--- config.mk ---
export PLATFORM = sky130hd
export DESIGN_NAME = match_rate_monitor
export DESIGN_NICKNAME = d
export VERILOG_FILES = /design/src/rtl/fsm_pkg.sv /design/src/rtl/window_timer.sv /design/src/rtl/match_rate_monitor.sv
export SDC_FILE = /design/constraint.sdc
export NUM_CORES = 1
export LEC_CHECK = 0
export ABC_AREA = 0
export CORE_ASPECT_RATIO = 1.4
export CORE_MARGIN = 1
export CORE_UTILIZATION = 45
export CTS_CLUSTER_DIAMETER = 40
export CTS_CLUSTER_SIZE = 20
export DETAILED_ROUTE_END_ITERATION = 16
export GPL_TIMING_DRIVEN = 0
export HOLD_SLACK_MARGIN = 0.02
export PLACE_DENSITY = 0.69
export SLEW_MARGIN = 20
export SYNTH_ARGS = -nofsm -noshare
export SYNTH_HDL_FRONTEND = slang
export SYNTH_SLANG_ARGS = --single-unit
--- constraint.sdc ---
create_clock -name CLK -period 2.9 [get_ports CLK]
set_input_delay 0.58 -clock CLK [delete_from_list [all_inputs] [get_ports CLK]]
set_output_delay 0.58 -clock CLK [all_outputs]
set_load 0.01 [all_outputs]
--- src/rtl/fsm_pkg.sv ---
// State encoding shared by the sequence-detector family of blocks.
package fsm_pkg;

  typedef enum logic {
    IDLE = 1'b0,
    RUN  = 1'b1
  } state_t;

endpackage

--- src/rtl/window_timer.sv ---
// Free-running window timer: counts 0 .. WINDOW-1 while enabled, flags the last cycle.
module window_timer #(
  parameter int WIN_W  = 16,
  parameter int WINDOW = 1000
) (
  input  logic CLK,
  input  logic RST,
  input  logic en,
  input  logic clr,
  output logic last
);

  localparam logic [WIN_W-1:0] LAST_VAL = WIN_W'(WINDOW - 1);

  logic [WIN_W-1:0] timer;

  assign last = (timer == LAST_VAL);

  // Wraps straight back to 0 after the last cycle so windows abut with no gap.
  always_ff @(posedge CLK or posedge RST) begin
    if (RST) begin
      timer <= '0;
    end else if (clr) begin
      timer <= '0;
    end else if (en) begin
      timer <= last ? '0 : timer + WIN_W'(1);
    end
  end

endmodule

--- src/rtl/match_rate_monitor.sv ---
// Counts Match pulses per fixed window, posts each window count through a
// one-deep valid/ready register and raises Alarm when a window reaches THRESH.
module match_rate_monitor #(
  parameter int CNT_W  = 8,
  parameter int WIN_W  = 16,
  parameter int WINDOW = 1000,
  parameter int THRESH = 4
) (
  input  logic             CLK,
  input  logic             RST,
  input  logic             Match,
  input  logic             Enable,
  input  logic             Rd_Ready,
  output logic             Rd_Valid,
  output logic [CNT_W-1:0] Rd_Count,
  output logic             Rd_Drop,
  output logic             Alarm
);

  import fsm_pkg::*;

  localparam logic [CNT_W-1:0] CNT_MAX = '1;

  state_t           state;
  state_t           state_nxt;
  logic             run_en;
  logic             tmr_last;
  logic [CNT_W-1:0] count;
  logic [CNT_W-1:0] closing;
  logic             close_evt;
  logic             load_evt;
  logic             xfer_evt;

  always_ff @(posedge CLK or posedge RST) begin
    if (RST) begin
      state <= IDLE;
    end else begin
      state <= state_nxt;
    end
  end

  always_comb begin
    state_nxt = state;
    case (state)
      IDLE:    if (Enable)  state_nxt = RUN;
      RUN:     if (!Enable) state_nxt = IDLE;
      default: state_nxt = IDLE;
    endcase
  end

  // Counting happens only on edges that stay in RUN; the entry edge is not counted.
  always_comb begin
    run_en = (state == RUN) && Enable;
  end

  window_timer #(
    .WIN_W  (WIN_W),
    .WINDOW (WINDOW)
  ) u_timer (
    .CLK  (CLK),
    .RST  (RST),
    .en   (run_en),
    .clr  (!run_en),
    .last (tmr_last)
  );

  assign closing   = (Match && (count != CNT_MAX)) ? count + CNT_W'(1) : count;
  assign close_evt = run_en && tmr_last;
  assign xfer_evt  = Rd_Valid && Rd_Ready;
  assign load_evt  = close_evt && (!Rd_Valid || Rd_Ready);

  always_ff @(posedge CLK or posedge RST) begin
    if (RST) begin
      count <= '0;
    end else if (!run_en || tmr_last) begin
      count <= '0;
    end else begin
      count <= closing;
    end
  end

  // A close that finds the register full and unaccepted loses its value and marks Rd_Drop.
  always_ff @(posedge CLK or posedge RST) begin
    if (RST) begin
      Rd_Valid <= 1'b0;
      Rd_Count <= '0;
      Rd_Drop  <= 1'b0;
      Alarm    <= 1'b0;
    end else begin
      if (load_evt) begin
        Rd_Valid <= 1'b1;
        Rd_Count <= closing;
      end else if (xfer_evt) begin
        Rd_Valid <= 1'b0;
      end
      if (close_evt && !load_evt) begin
        Rd_Drop <= 1'b1;
      end
      if (close_evt) begin
        Alarm <= (int'(closing) >= THRESH);
      end
    end
  end

endmodule

* After elaboration in Yosys (flattened, before gate mapping)
Index checks and enable logic that the tools add are counted.
** Cells by class
- $add $sub $neg :: 2
- Multipliers :: 0
- Divide/modulo/power cells :: 0
- $lt $le $gt $ge :: 1
- Eq/ne operators :: 2
- Shifts and indexed selects :: 0
- Multiplexer cells :: 7
- Bitwise logic cells :: 0
- Reductions and logical operators :: 12
** Operators by type and width (number)
- 2-to-1 mux 16 bit :: 2
- adder 16 x 1 -> 16 bit (second input constant) :: 1
- == test 16 x 10 -> 1 bit (second input constant) :: 1
- 2-to-1 mux 8 bit :: 2
- adder 8 x 1 -> 8 bit (second input constant) :: 1
- >= comparator 8 x 3 -> 1 bit (second input constant) :: 1
- inequality test 8 bit (second input constant) :: 1
- logical AND 1 bit :: 6
- logical NOT 1 bit :: 3
- 2-to-1 mux 1 bit :: 3
- logical OR 1 bit :: 2
- nonzero test 2 bit :: 1
** Storage, ports and cells
- Bits in registers :: 36
- Latch bits :: 0
- RAM bits :: 0
- Memory bits (read-only) :: 0
- Input port bits :: 5
- Output and inout port bits :: 11
- Word-level logic and storage cells :: 31
- Memories kept :: 0

* Logic depth before layout (Yosys ltp)
Gate-level depths: netlist of the first run.
- Word-level depth :: 5
- Depth in mapped cells :: 6
- Gate-level depth less buffers :: 5

* Cells and area by module
A second synthesis of the first run with hierarchy kept.
** Unflattened totals
- Cell total of the unflattened synthesis :: 201
- Area, all modules :: 1886.8 um^2
** By module, submodules not included
- match_rate_monitor :: instances 1, cells each 95, area each 947.2 um^2
- window_timer :: instances 1, cells each 106, area each 939.7 um^2

* Worst setup path before layout of the first run
OpenSTA, ideal clock, no wires.
- Path kind :: reg2reg
- From :: reg count[0]
- To :: reg Rd_Count[1]
- Library setup time :: 0.125 ns
- Arrival time :: 1.551 ns
- Slack :: 1.224 ns
- Cell stages (with the launch flop) :: 6
- Path buffers :: 0
- Period minus slack after synthesis :: 1.676 ns
- Cell sequence :: dfrtp_1 -> ha_1 -> nand2_1 -> o31ai_2 -> mux2_2 -> mux2_4
** Between the ends
- Cells in the longest elaborated chain, start to end :: 3
- Elaborated cells between the ends (all ways) :: 4
** Ends and longest elaborated chain
- from (decl) :: line match_rate_monitor.sv:28 : logic [CNT_W-1:0] count;
- from (signal assigned) :: line match_rate_monitor.sv:78 : count <= closing;
- parallel branches: the longest is 2 deep, another holds adder 8 x 1 -> 8 bit
- 2-to-1 mux 8 bit (*) :: line match_rate_monitor.sv:67 : assign closing = (Match && (count != CNT_MAX)) ? count + CNT_W'(1) : count;
- to (signal assigned) :: line match_rate_monitor.sv:92 : Rd_Count <= closing;
- to (decl) :: line match_rate_monitor.sv:15 : output logic [CNT_W-1:0] Rd_Count,
Mark *: on every way between the ends.
A chain may end at the register's enable or synchronous reset.

* Worst setup path in the final report of the first run
Ends and elaborated chain as after synthesis.

==> impl_metrics.ini, run 1 <==
[flow_run]
maxCapViolCount = 0

[placed_design]
portBuffers = 15
place.gp.congestion = 0.8153
dp_slack_ns = 0.7774
dp_hpwl_um = 2447

[floorplan]
die_h_um = 77.29
die_w_um = 55.78
core_area_um2 = 3919
dieArea_um2 = 4311
start_util_pct = 46.49
io_pins = 16
num_rows = 27

[yosys]
synth-edff-count = 0
synth_top_area_cell = dfrtp_1
yosysWarnings = 0
post-synth-top-count-cell = dfrtp_1
yosys.area_share.simple_pct = 23.15
syn_avg_cell_area_um2 = 10.65
synth_area_leaders = dfrtp_1 49%, nor2_1 3.9%, mux2i_1 3.8%
synth_top_area_share_pct = 49.45
synthAdderAreaFrac_pct = 1.374
synthDistinctLibCells = 42
synth_flop_cell = dfrtp_1
synth_mux_area_share_pct = 8.379
syn-cell-area_um2 = 1822
ys_async_sr_fraction_pct = 100.0
synth_compound_area_share_pct = 7.624
synth_cells = 171
synth_top_family_by_area = simple AND/OR/NAND/NOR gates
ys_ff_latch = 36
synth-xor-area-share_pct = 6.250
synth_nets = 178
synth.top_cells.by_count = 36 x dfrtp_1, 19 x nor2_1, 10 x inv_1, 10 x nand2_1
ys_seq_area_share_pct = 49.45

[clocking]
cts_tree = built
worst_skew_pair.late_latency_ns = 0.28
clock_sinks = 36
cts_resized = 0
numCtsBuffers = 5
cts_hold_buf = 0
cts.reportedPaths.clkPinSlew_ns = 0.07
cts_root_buffer = clkbuf_8
cts_setup_buffers = 0
clock_path_buffers = 2
cts_max_level = 2

[route]
viasPerCell = 5.631
drtAntennaViolNets = 0
drt-pass1-iter-count = 4
routedWlPerCell_um = 14.74
vias = 1329
drc = 0
drt_iter0_drc = 35
detail_route.wirelength_um = 3478

[global_routing]
grt_pass1_vias = 1307
grt_max_degree = 37
grt_pass1_wl_um = 6051
grt_util_all_layers_pct = 18.12
overflow = 0
antenna_found_initial = 0

[min_path]
min_path_type = flip-flop to flip-flop

[power]
power_density_nw_per_um2 = 433.2
comb_power_share_pct = 3.5
irDropWorstVdd_uv = 478.3
p_leak_nw = 0.8942
pwr-share-seq_pct = 55.2
total_power_uw = 919.3
power.share.clock_pct = 41.3
swShare_pct = 20.92
switching_power_uw = 192.3
p_int_uw = 727.0

[finish]
multiInputGateArea_um2 = 852.1
regArea_um2 = 900.9
syn2layout_area_growth_pct = 16.48
drive_gt1_share_pct = 15.54
final_nets = 200
fill_cells = 362
antennaDiodeCount = 0

[worst_setup_path]
path_class = flip-flop to flip-flop
cp-end-kind = flip-flop
cp.arrival_ns = 2.03
crit_fanout = 6
worstPathRequired_ns = 3.07
cp-start-kind = flip-flop
slowest_delay_ns = 0.45
crit_buf_inv = 0
critPathTopFamily = multiplexers
crit_path_top_delay_cell = dfrtp_1
path_cells = ha_1 > nand2_1 > o31ai_2 > mux2_2 > mux2_4

[sta]
fin_ws_ns = 1.040
hold_violations = 0
period_share_pct = 64.12
rsz0062_at_grt = no
finalSetupTns_ns = 0
finalSetupViolCount = 0
finClkSkew_ns = 0.005936
tightest_slew_ns = 0.7382
min_period_ns = 1.860
fmax_ghz = 0.5378
slew_violations = 0
slew_headroom_pct = 50.71

[status]
status = finished clean
state kept, by name (all words and copies together) (netlist names):
| name | flops |
|---|---|
| Rd_Valid | 1 |
| u_timer.timer | 16 |
| Rd_Drop | 1 |
| count | 8 |
| Alarm | 1 |
| Rd_Count | 8 |
| state | 1 |
power groups by stage:
| stage | Combinational, mW | Clock (mW) | Sequential, mW |
|---|---|---|---|
| after floorplan | 0.0199 | 0 | 0.517 |
| after global placement | 0.0320 | 0 | 0.517 |
| after detailed placement | 0.0329 | 0 | 0.517 |
| after CTS | 0.0331 | 0.393 | 0.508 |
| after global routing | 0.0368 | 0.411 | 0.508 |
| final | 0.0319 | 0.380 | 0.508 |
metal layers:
metal	track usage (%)	vias to the layer above	part of all wire, %	routed length (µm)
met1	20.11	645	40	1397
met3	4.047	10	3.7	129
met2	32.65	30	54	1877
met5	0	-	0	0
li1	-	644	-	-
met4	7.750	0	2.1	72
stage by stage:
step                instances  area, µm²  hold slack [ns]  util (%)
finish                    236       2122           0.4468     54.15
global route              236       2122           0.4566     54.15
CTS                       236       2122           0.4516     54.15
detailed placement        229       2026           0.4426     51.69
global placement          229       2026           0.4373     51.69
floorplan                 171       1822           0.4245         -
final cells by class:
class | count | area share [%]
inverters | 10 | 1.769
well taps | 43 | 2.535
clock buffers | 7 | 4.540
repair buffers | 15 | 7.075
multi-input cells | 120 | 40.15
plain buffers | 5 | 1.474
flip-flops and latches | 36 | 42.45
final timing paths:
check                                 start               end  slack, ns  cells past startpoint
hold / removal             u_timer.timer[0]  u_timer.timer[0]       0.45                      1
min in group asynchronous               RST       Rd_Count[1]       0.74                      2
max in group asynchronous               RST  u_timer.timer[4]       1.69                      2
hold reg to reg            u_timer.timer[0]  u_timer.timer[0]       0.45                      1
setup / recovery                   count[0]       Rd_Count[1]       1.04                      5
setup reg to reg                   count[0]       Rd_Count[1]       1.04                      5
logic make-up after synthesis:
family / count (synthesis)
DFF: 36
AOI/OAI and AO/OA: 20
muxes: 13
and+or+nand+nor: 72
buffers and inverters: 15
xor gates and xnor gates: 13
adders and majority gates: 2
cell usage in the layout (no fill, tap or decap), drive strengths merged, types with 5 or more instances in the layout:
master         instances
clkbuf                 8
and3                   5
clkdlybuf4s50         15
nand4                  6
nor2                  19
xor2                   5
nand3                  9
dfrtp                 36
xnor2                  8
mux2i                  7
inv                   10
mux2                   6
a21oi                  6
nand2                 10
No activity file was read; power rests on OpenSTA's default activity.
==> inputs of run 2 (changes only) <==
--- a/config.mk
+++ b/config.mk
@@ -14,7 +14,7 @@
 export DETAILED_ROUTE_END_ITERATION = 16
 export GPL_TIMING_DRIVEN = 0
 export HOLD_SLACK_MARGIN = 0.02
-export PLACE_DENSITY = 0.69
+export PLACE_DENSITY = 0.71
 export SLEW_MARGIN = 20
 export SYNTH_ARGS = -nofsm -noshare
 export SYNTH_HDL_FRONTEND = slang
==> constraint.sdc (replaced) <==
create_clock -name CLK -period 1.7 [get_ports CLK]
set_input_delay 0.34 -clock CLK [delete_from_list [all_inputs] [get_ports CLK]]
set_output_delay 0.34 -clock CLK [all_outputs]
set_load 0.01 [all_outputs]
==> run 2 against run 1 <==
Compared with the run above: largest power group unchanged; wire length is 7.9% higher; sequential cell count stayed put; critical endpoint is now Rd_Count[5]; worst setup slack got worse by 1.1 ns; the flow now finishes with violations (setup timing).
==> impl_metrics.ini, run 2 (synthesis results as in run 1) <==
[status]
status = finished, violations left
violations = setup timing

[global_routing]
grt_util_all_layers_pct = 19.12
antenna_found_initial = 0
grt_max_degree = 37
overflow = 0
grt_pass1_wl_um = 6258
grt_pass1_vias = 1383

[power]
p_int_mw = 1.321
irDropWorstVdd_uv = 525.0
power.share.clock_pct = 44.1
comb_power_share_pct = 4.0
switching_power_uw = 345.6
pwr-share-seq_pct = 52.0
power_density_nw_per_um2 = 727.6
p_leak_nw = 0.9638
total_power_mw = 1.667
swShare_pct = 20.73

[route]
detail_route.wirelength_um = 3752
drt-pass1-iter-count = 4
viasPerCell = 5.649
vias = 1401
drc = 0
routedWlPerCell_um = 15.13
drt_iter0_drc = 44
drtAntennaViolNets = 0

[sta]
hold_violations = 0
tightest_slew_ns = 0.7462
slew_violations = 0
period_share_pct = 103.5
finalSetupViolCount = 5
finalSetupTns_ns = -0.2142
min_period_ns = 1.759
slew_headroom_pct = 50.18
fmax_ghz = 0.5685
rsz0062_at_grt = yes
finClkSkew_ns = 0.008740
fin_ws_ns = -0.05894

[finish]
largest_reg_flops = 16
layout_commonest_cell = dfrtp_1
drive_gt1_share_pct = 22.93
largest_registers = u_timer.timer (16), Rd_Count (8), count (8)
antennaDiodeCount = 0
most-common-layout-cells = 33 x dfrtp_1, 18 x nor2_1, 15 x clkdlybuf4s50_1, 10 x nand2_1, 10 x buf_4
regMostFlops = u_timer.timer
final_nets = 211
fin_area_um2 = 2291
fin_cells = 248
syn2layout_area_growth_pct = 25.76

[clocking]
cts_tree = built
numCtsBuffers = 5
cts_root_buffer = clkbuf_8
clock_path_buffers = 2
cts_max_level = 2
clock_sinks = 36
cts.reportedPaths.clkPinSlew_ns = 0.07
worst_skew_pair.late_latency_ns = 0.29

[floorplan]
start_util_pct = 46.49
die_w_um = 55.78
io_pins = 16
num_rows = 27
core_area_um2 = 3919
die_h_um = 77.29
dieArea_um2 = 4311

[worst_setup_path]
cp.arrival_ns = 1.93
cp-end-kind = flip-flop
r2r_cells = 5
crit_fanout = 5
cp-startpoint = u_timer.timer[12]
path_class = flip-flop to flip-flop
cp-start-kind = flip-flop
worstPathRequired_ns = 1.88
r2r_start = u_timer.timer[12]

[placed_design]
dpl_cell_area_um2 = 2026
dp_hpwl_um = 2439
dp.cells = 229
portBuffers = 15
place.gp.congestion = 0.8760

[flow_run]
maxCapViolCount = 0

[min_path]
min_path_type = flip-flop to flip-flop
min_path_cells = 2
hp-start = Rd_Drop
[run 2: critical path: stages (launching register included)]
cell	delay, ns
dfrtp_2	0.43
nor4_4	0.32
nand4_2	0.19
nor3b_2	0.23
buf_6	0.17
mux2_4	0.31
[run 2: power by group through the flow]
stage | clock network (mW) | registers, mW | logic, mW
CTS | 0.755 | 0.865 | 0.0652
floorplan | 0 | 0.881 | 0.0340
global route | 0.793 | 0.866 | 0.0756
global placement | 0 | 0.882 | 0.0552
finish | 0.734 | 0.866 | 0.0663
detailed placement | 0 | 0.883 | 0.0567
[run 2: final cells by class]
cell class                      count  area [µm²]
Clock inverter                      2       35.03
Sequential cell                    36       904.6
Inverter                           10       37.54
Multi-Input combinational cell    120       905.9
Clock buffer                        6       72.57
Buffer                              5       36.28
Timing Repair Buffer               26       245.2
Fill cell                         344        1628
Tap cell                           43       53.80
[run 2: path summary, 6_finish.rpt]
kind | end | slack (ns)
worst min register to register | Rd_Drop | 0.48
min in group asynchronous | state | 0.50
max in group asynchronous | u_timer.timer[10] | 0.68
worst min-delay path | Rd_Drop | 0.48
worst max-delay path | Rd_Count[5] | -0.06
worst max register to register | Rd_Count[5] | -0.06
[run 2: repair_timing]
| item | CTS | global route |
|---|---|---|
| pin swaps | 6 | 4 |
| resized for setup | 9 | 4 |
| hold buffers | 0 | 0 |
| endpoints found under the setup margin | 9 | 29 |
| buffers inserted | 10 | 1 |
[run 2: per-stage QoR]
step	utilization, %	hold slack (ns)	setup WS (ns)
2_1_floorplan	-	0.3714	0.02415
3_3_place_gp	51.69	0.4376	-0.2392
3_5_place_dp	51.69	0.4449	-0.2016
4_1_cts	57.82	0.4779	-0.03901
5_1_grt	58.46	0.5293	-0.1009
6_report	58.46	0.4757	-0.05894
[run 2: metal layers]
| layer | wire (µm) | GRT usage (%) |
|---|---|---|
| met5 | 0 | 0 |
| met4 | 81 | 7.750 |
| met3 | 145 | 5.059 |
| met2 | 2059 | 34.58 |
| met1 | 1466 | 20.79 |
==> inputs of run 3 (changes only) <==
--- a/config.mk
+++ b/config.mk
@@ -7,7 +7,7 @@
 export LEC_CHECK = 0
 export ABC_AREA = 0
 export CORE_ASPECT_RATIO = 1.4
-export CORE_MARGIN = 1
+export CORE_MARGIN = 2
 export CORE_UTILIZATION = 45
 export CTS_CLUSTER_DIAMETER = 40
 export CTS_CLUSTER_SIZE = 20
==> run 3 against run 2 <==
Compared with the run above: the run still ends with setup timing left; worst setup slack better by 0.017 ns; cell count up 1.6%; clock power increased by 12%; die area increased by 6.3%; hold slack gained 0.0096 ns; count of clock-buffer cells in the layout rose by 1; utilization is 0.73 points higher; via count about the same; register-to-register slack better by 0.02 ns; critical path depth is the same; maximum frequency rose by 0.99%; global-route usage up 0.18 points.
==> impl_metrics.ini, run 3 (synthesis results as in run 1) <==
[route]
drt-pass1-iter-count = 4
drc = 0
drtAntennaViolNets = 0
routedWlPerCell_um = 15.47
viasPerCell = 5.563
drt_iter0_drc = 80
vias = 1402
detail_route.wirelength_um = 3898

[sta]
rsz0062_at_grt = yes
hold_ws_ns = 0.4853
finClkSkew_ns = 0.004707
hold_violations = 0
fin_ws_ns = -0.04166
finalSetupTns_ns = -0.1565
fmax_ghz = 0.5742
min_period_ns = 1.742
finalSetupViolCount = 4
slew_violations = 0
period_share_pct = 102.5
slew_headroom_pct = 50.89
tightest_slew_ns = 0.7356

[global_routing]
grt_max_degree = 37
grt_pass1_wl_um = 6679
overflow = 0
use_met1_pct = 21.13
antenna_found_initial = 0
grt_util_all_layers_pct = 19.30
use_met2_pct = 34.77
grt_pass1_vias = 1457
met3_usage_pct = 3.257
busiest_layer = met2

[status]
violations = setup timing
status = finished, violations left

[placed_design]
place.gp.congestion = 0.8863
dp_slack_ns = -0.1919
dpl_cell_area_um2 = 2026
portBuffers = 15
dp.cells = 229
dp_hpwl_um = 2655

[floorplan]
num_rows = 27
start_util_pct = 46.49
core_area_um2 = 3919
dieArea_um2 = 4581
io_pins = 16
die_h_um = 79.29
die_w_um = 57.78

[flow_run]
maxCapViolCount = 0

[worst_setup_path]
worstPathRequired_ns = 1.88
cp-end-kind = flip-flop
crit_fanout = 8
cp.arrival_ns = 1.92
cp-start-kind = flip-flop
path_class = flip-flop to flip-flop

[finish]
fin_cells = 252
regMostFlops = u_timer.timer
drive_gt1_share_pct = 25.36
layout_commonest_cell = dfrtp_1
antennaDiodeCount = 0
syn2layout_area_growth_pct = 27.33
fin_area_um2 = 2320
most-common-layout-cells = 34 x dfrtp_1, 18 x nor2_1, 16 x buf_4, 15 x clkdlybuf4s50_1, 10 x nand2_1
fin_util_pct = 59.20
final_nets = 215
largest_reg_flops = 16
largest_registers = u_timer.timer (16), Rd_Count (8), count (8)

[power]
irDropWorstVdd_uv = 681.5
power_density_nw_per_um2 = 756.6
total_power_mw = 1.755
p_leak_nw = 1.024

[min_path]
min_path_type = primary input to async pin

[clocking]
clock_path_buffers = 2
cts_tree = built
numCtsBuffers = 5
cts_max_level = 2
clock_sinks = 36
worst_skew_pair.late_latency_ns = 0.29
cts.reportedPaths.clkPinSlew_ns = 0.07
cts_root_buffer = clkbuf_8
run 3: critical path, stage by stage (launching register included):
cell and delay [ns]:
dfrtp_1 0.41, nor4_2 0.32, nand4_2 0.18, nor3b_2 0.22, buf_6 0.19, mux2_4 0.31
run 3: metal layers:
metal | part of all wire [%] | vias to the layer above | wire length [µm]
li1 | - | 677 | -
met1 | 38 | 690 | 1476
met2 | 56 | 23 | 2199
met3 | 2.3 | 12 | 89
met4 | 3.4 | 0 | 133
met5 | 0 | - | 0
run 3: layout make-up:
type                       instances  area [µm²]
buffer                             5       33.78
clock buffer                       7       96.34
clock inverter                     1       30.03
fill                             347        1599
inverter                          10       37.54
multi-input combinational        120       902.1
sequential                        36       903.4
tap                               43       53.80
timing repair buffer              30       262.8
run 3: path summary, 6_finish.rpt:
check | from | to | slack, ns | cells past startpoint
worst max-delay path | u_timer.timer[15] | Rd_Count[5] | -0.04 | 5
worst min-delay path | RST | u_timer.timer[13] | 0.49 | 2
worst max register to register | u_timer.timer[15] | Rd_Count[5] | -0.04 | 5
worst min register to register | Rd_Drop | Rd_Drop | 0.49 | 2
max in group asynchronous | RST | u_timer.timer[11] | 0.69 | 2
min in group CLK | Rd_Drop | Rd_Drop | 0.49 | 2
run 3: where the power goes:
part / switching (mW) / leakage, nW / internal, mW
registers: 0.00408 / 0.470 / 0.861
logic: 0.0401 / 0.489 / 0.0244
clock network: 0.308 / 0.0645 / 0.517
run 3: what timing repair did:
| action | 4_1_cts | 5_1_grt |
|---|---|---|
| endpoints found under the setup margin | 16 | 27 |
| buffers inserted | 5 | 10 |
| pin swaps | 4 | 4 |
| hold buffers | 0 | 0 |
| resized for setup | 7 | 6 |
==> RTL edit, RTL diff (config.mk and constraints of run 3) <==
`WIN_W` is set to 16 in 2 places; all go to 12.
--- a/src/rtl/window_timer.sv
+++ b/src/rtl/window_timer.sv
@@ -1,5 +1,5 @@
 // Free-running window timer: counts 0 .. WINDOW-1 while enabled, flags the last cycle.
 module window_timer #(
-  parameter int WIN_W  = 16,
+  parameter int WIN_W  = 12,
   parameter int WINDOW = 1000
 ) (
--- a/src/rtl/match_rate_monitor.sv
+++ b/src/rtl/match_rate_monitor.sv
@@ -3,5 +3,5 @@
 module match_rate_monitor #(
   parameter int CNT_W  = 8,
-  parameter int WIN_W  = 16,
+  parameter int WIN_W  = 12,
   parameter int WINDOW = 1000,
   parameter int THRESH = 4
Function: no difference found for any inputs over 10 cycles, from zero or initial values and one cycle with RST high; that may be too few to reach the edited logic, so the function may still have changed.
==> RTL edit against run 3 <==
  * The run still ends with negative setup slack left
  * Global-route usage increased by 1.4 points
  * Setup slack got worse by 0.069 ns
  * Wire length decreased by 7.2%
  * Sequential cell count decreased by 4
  * Final area decreased by 8.0%
  * Synthesized area decreased by 14%
  * Total power decreased by 11%
==> RTL edit: results (changes against run 3) <==
first-pass GRT wire length=5880 µm (was 6680 µm); DP Cell Count=203 (was 229); H-tree level count=2 (unchanged); Synth Area in Adders=0.0159 (was 0.0137); CLK BUF=5 (was 7); routability cong.=0.817 (was 0.886); worst rel slew slack=0.557 (was 0.509); root cell of the clock tree=clkbuf_8 (unchanged); largest registers=u_timer.timer x12, Rd_Count x8, count x8 (was u_timer.timer x16, Rd_Count x8, count x8); Sequential Area=802 µm² (was 903 µm²); mux share of post-synthesis cell area=0.0254 (was 0.0838); Mapped Nets=155 (was 178); crit-path max cell delay=0.57 ns (was 0.41 ns); maximum fanout along the worst path=6 (was 8); Routed wire per std cell=15.9 µm (was 15.5 µm); DR vias=1278 (was 1402); fill count=270 (was 347); Reg clk slew, reported paths=0.07 ns (about the same); fraction of area in multi-input gates=0.377 (was 0.389); number of DRC markers in iteration 0=28 (was 80); Setup WS post-layout=-0.111 ns (was -0.0417 ns); critical path class=register to register (unchanged); Final setup violation count=27 (was 4); post-synthesis compound-gate area fraction=0.150 (was 0.0762); largest net degree at the start of global routing=33 (was 37); ANT cells=0 (unchanged); largest cells by area after synthesis=dfrtp_1 (51%), nor2_1 (4.3%), xnor2_1 (3.9%) (was dfrtp_1 (49%), nor2_1 (3.9%), mux2i_1 (3.8%)); comb_multi_in=107 (was 120); synth cell count leaders=dfrtp_1 (32), nor2_1 (18), a21oi_1 (9), nand2_1 (9) (was dfrtp_1 (36), nor2_1 (19), inv_1 (10), nand2_1 (10)); sequential fraction of the synthesis area=0.509 (was 0.495); family with the most delay on the worst path=simple AND/OR/NAND/NOR gates (unchanged); dpl hpwl=2350 µm (was 2660 µm); nonclk inv count=5 (was 10); Clock-cell share=0.0522 (was 0.0545); initial antenna violation count=0 (unchanged); Worst R2R End=u_timer.timer[0]$_DFF_PP0_ (was Rd_Count[5]$_DFFE_PP0P_); clk_skew=0.00838 ns (was 0.00471 ns); Final nets=193 (was 215); Mapped Cells=148 (was 171); violated checks=negative setup slack (unchanged); IO Port Bufs=15 (unchanged); Leak=0.916 nW (was 1.02 nW); via/cell ratio=5.63 (was 5.56); outcome=finished with violations (unchanged); r2r startpoint=u_timer.timer[11]$_DFF_PP0_ (was u_timer.timer[15]$_DFF_PP0_); CP max stage cell=or4_4 (was dfrtp_1); maximum VDD drop=764 µV (was 682 µV); GRT Util Overall=0.207 (was 0.193); XOR/XNOR Fraction of Synth Area=0.0668 (was 0.0625); final-layout non-clock buffer area share=0.162 (was 0.128); worst reg-to-reg path cell count=6 (was 5); Sink Count=32 (was 36); share of cells above drive strength 1=0.305 (was 0.254)
## RTL edit: layer usage
layer | up-vias | part of all wire | global-route usage
li1 | 616 | - | -
met1 | 636 | 0.40 | 0.223
met2 | 15 | 0.55 | 0.362
met3 | 11 | 0.022 | 0.0582
met4 | 0 | 0.026 | 0.103
met5 | - | 0 | 0
## RTL edit: power by group
group,internal [mW],switching [mW]
registers,0.766,0.00443
clock network,0.433,0.287
logic,0.0313,0.0424
## RTL edit: how the worst max path moves through the flow
stage,endpoint,slack (ns),cells past startpoint
CTS,Alarm$_DFFE_PP0P_,-0.13,5
global placement,Alarm$_DFFE_PP0P_,-0.46,5
floorplan,Alarm$_DFFE_PP0P_,-0.16,4
global route,u_timer.timer[10]$_DFF_PP0_,-0.15,6
finish,u_timer.timer[0]$_DFF_PP0_,-0.11,6
detailed placement,Alarm$_DFFE_PP0P_,-0.47,5
## RTL edit: per-stage QoR
step / setup TNS, ns / total power, mW / setup WS, ns / hold slack, ns / instance area, µm²
after floorplan: -0.770 / 0.817 / -0.157 / 0.371 / 1590
after global placement: -8.30 / 0.837 / -0.463 / 0.444 / 1790
after detailed placement: -7.37 / 0.840 / -0.475 / 0.455 / 1790
after CTS: -1.85 / 1.58 / -0.126 / 0.464 / 1990
after global routing: -3.36 / 1.63 / -0.149 / 0.484 / 2130
final: -2.17 / 1.56 / -0.111 / 0.467 / 2130
## RTL edit: timing repair
action / CTS / global route
hold endpoints to repair: 0 / 0
setup buffers: 11 / 5
gates resized for setup: 4 / 25
cloned: 0 / 1
endpoints found under the setup margin: 30 / 30
pin swaps: 4 / 4
## RTL edit: cells by family after synthesis
family	after synthesis
and+or+nand+nor	57
AOI/OAI and AO/OA	32
DFF	32
xor gates and xnor gates	12
buffers and inverters	9
muxes	4
adders and majority gates	2
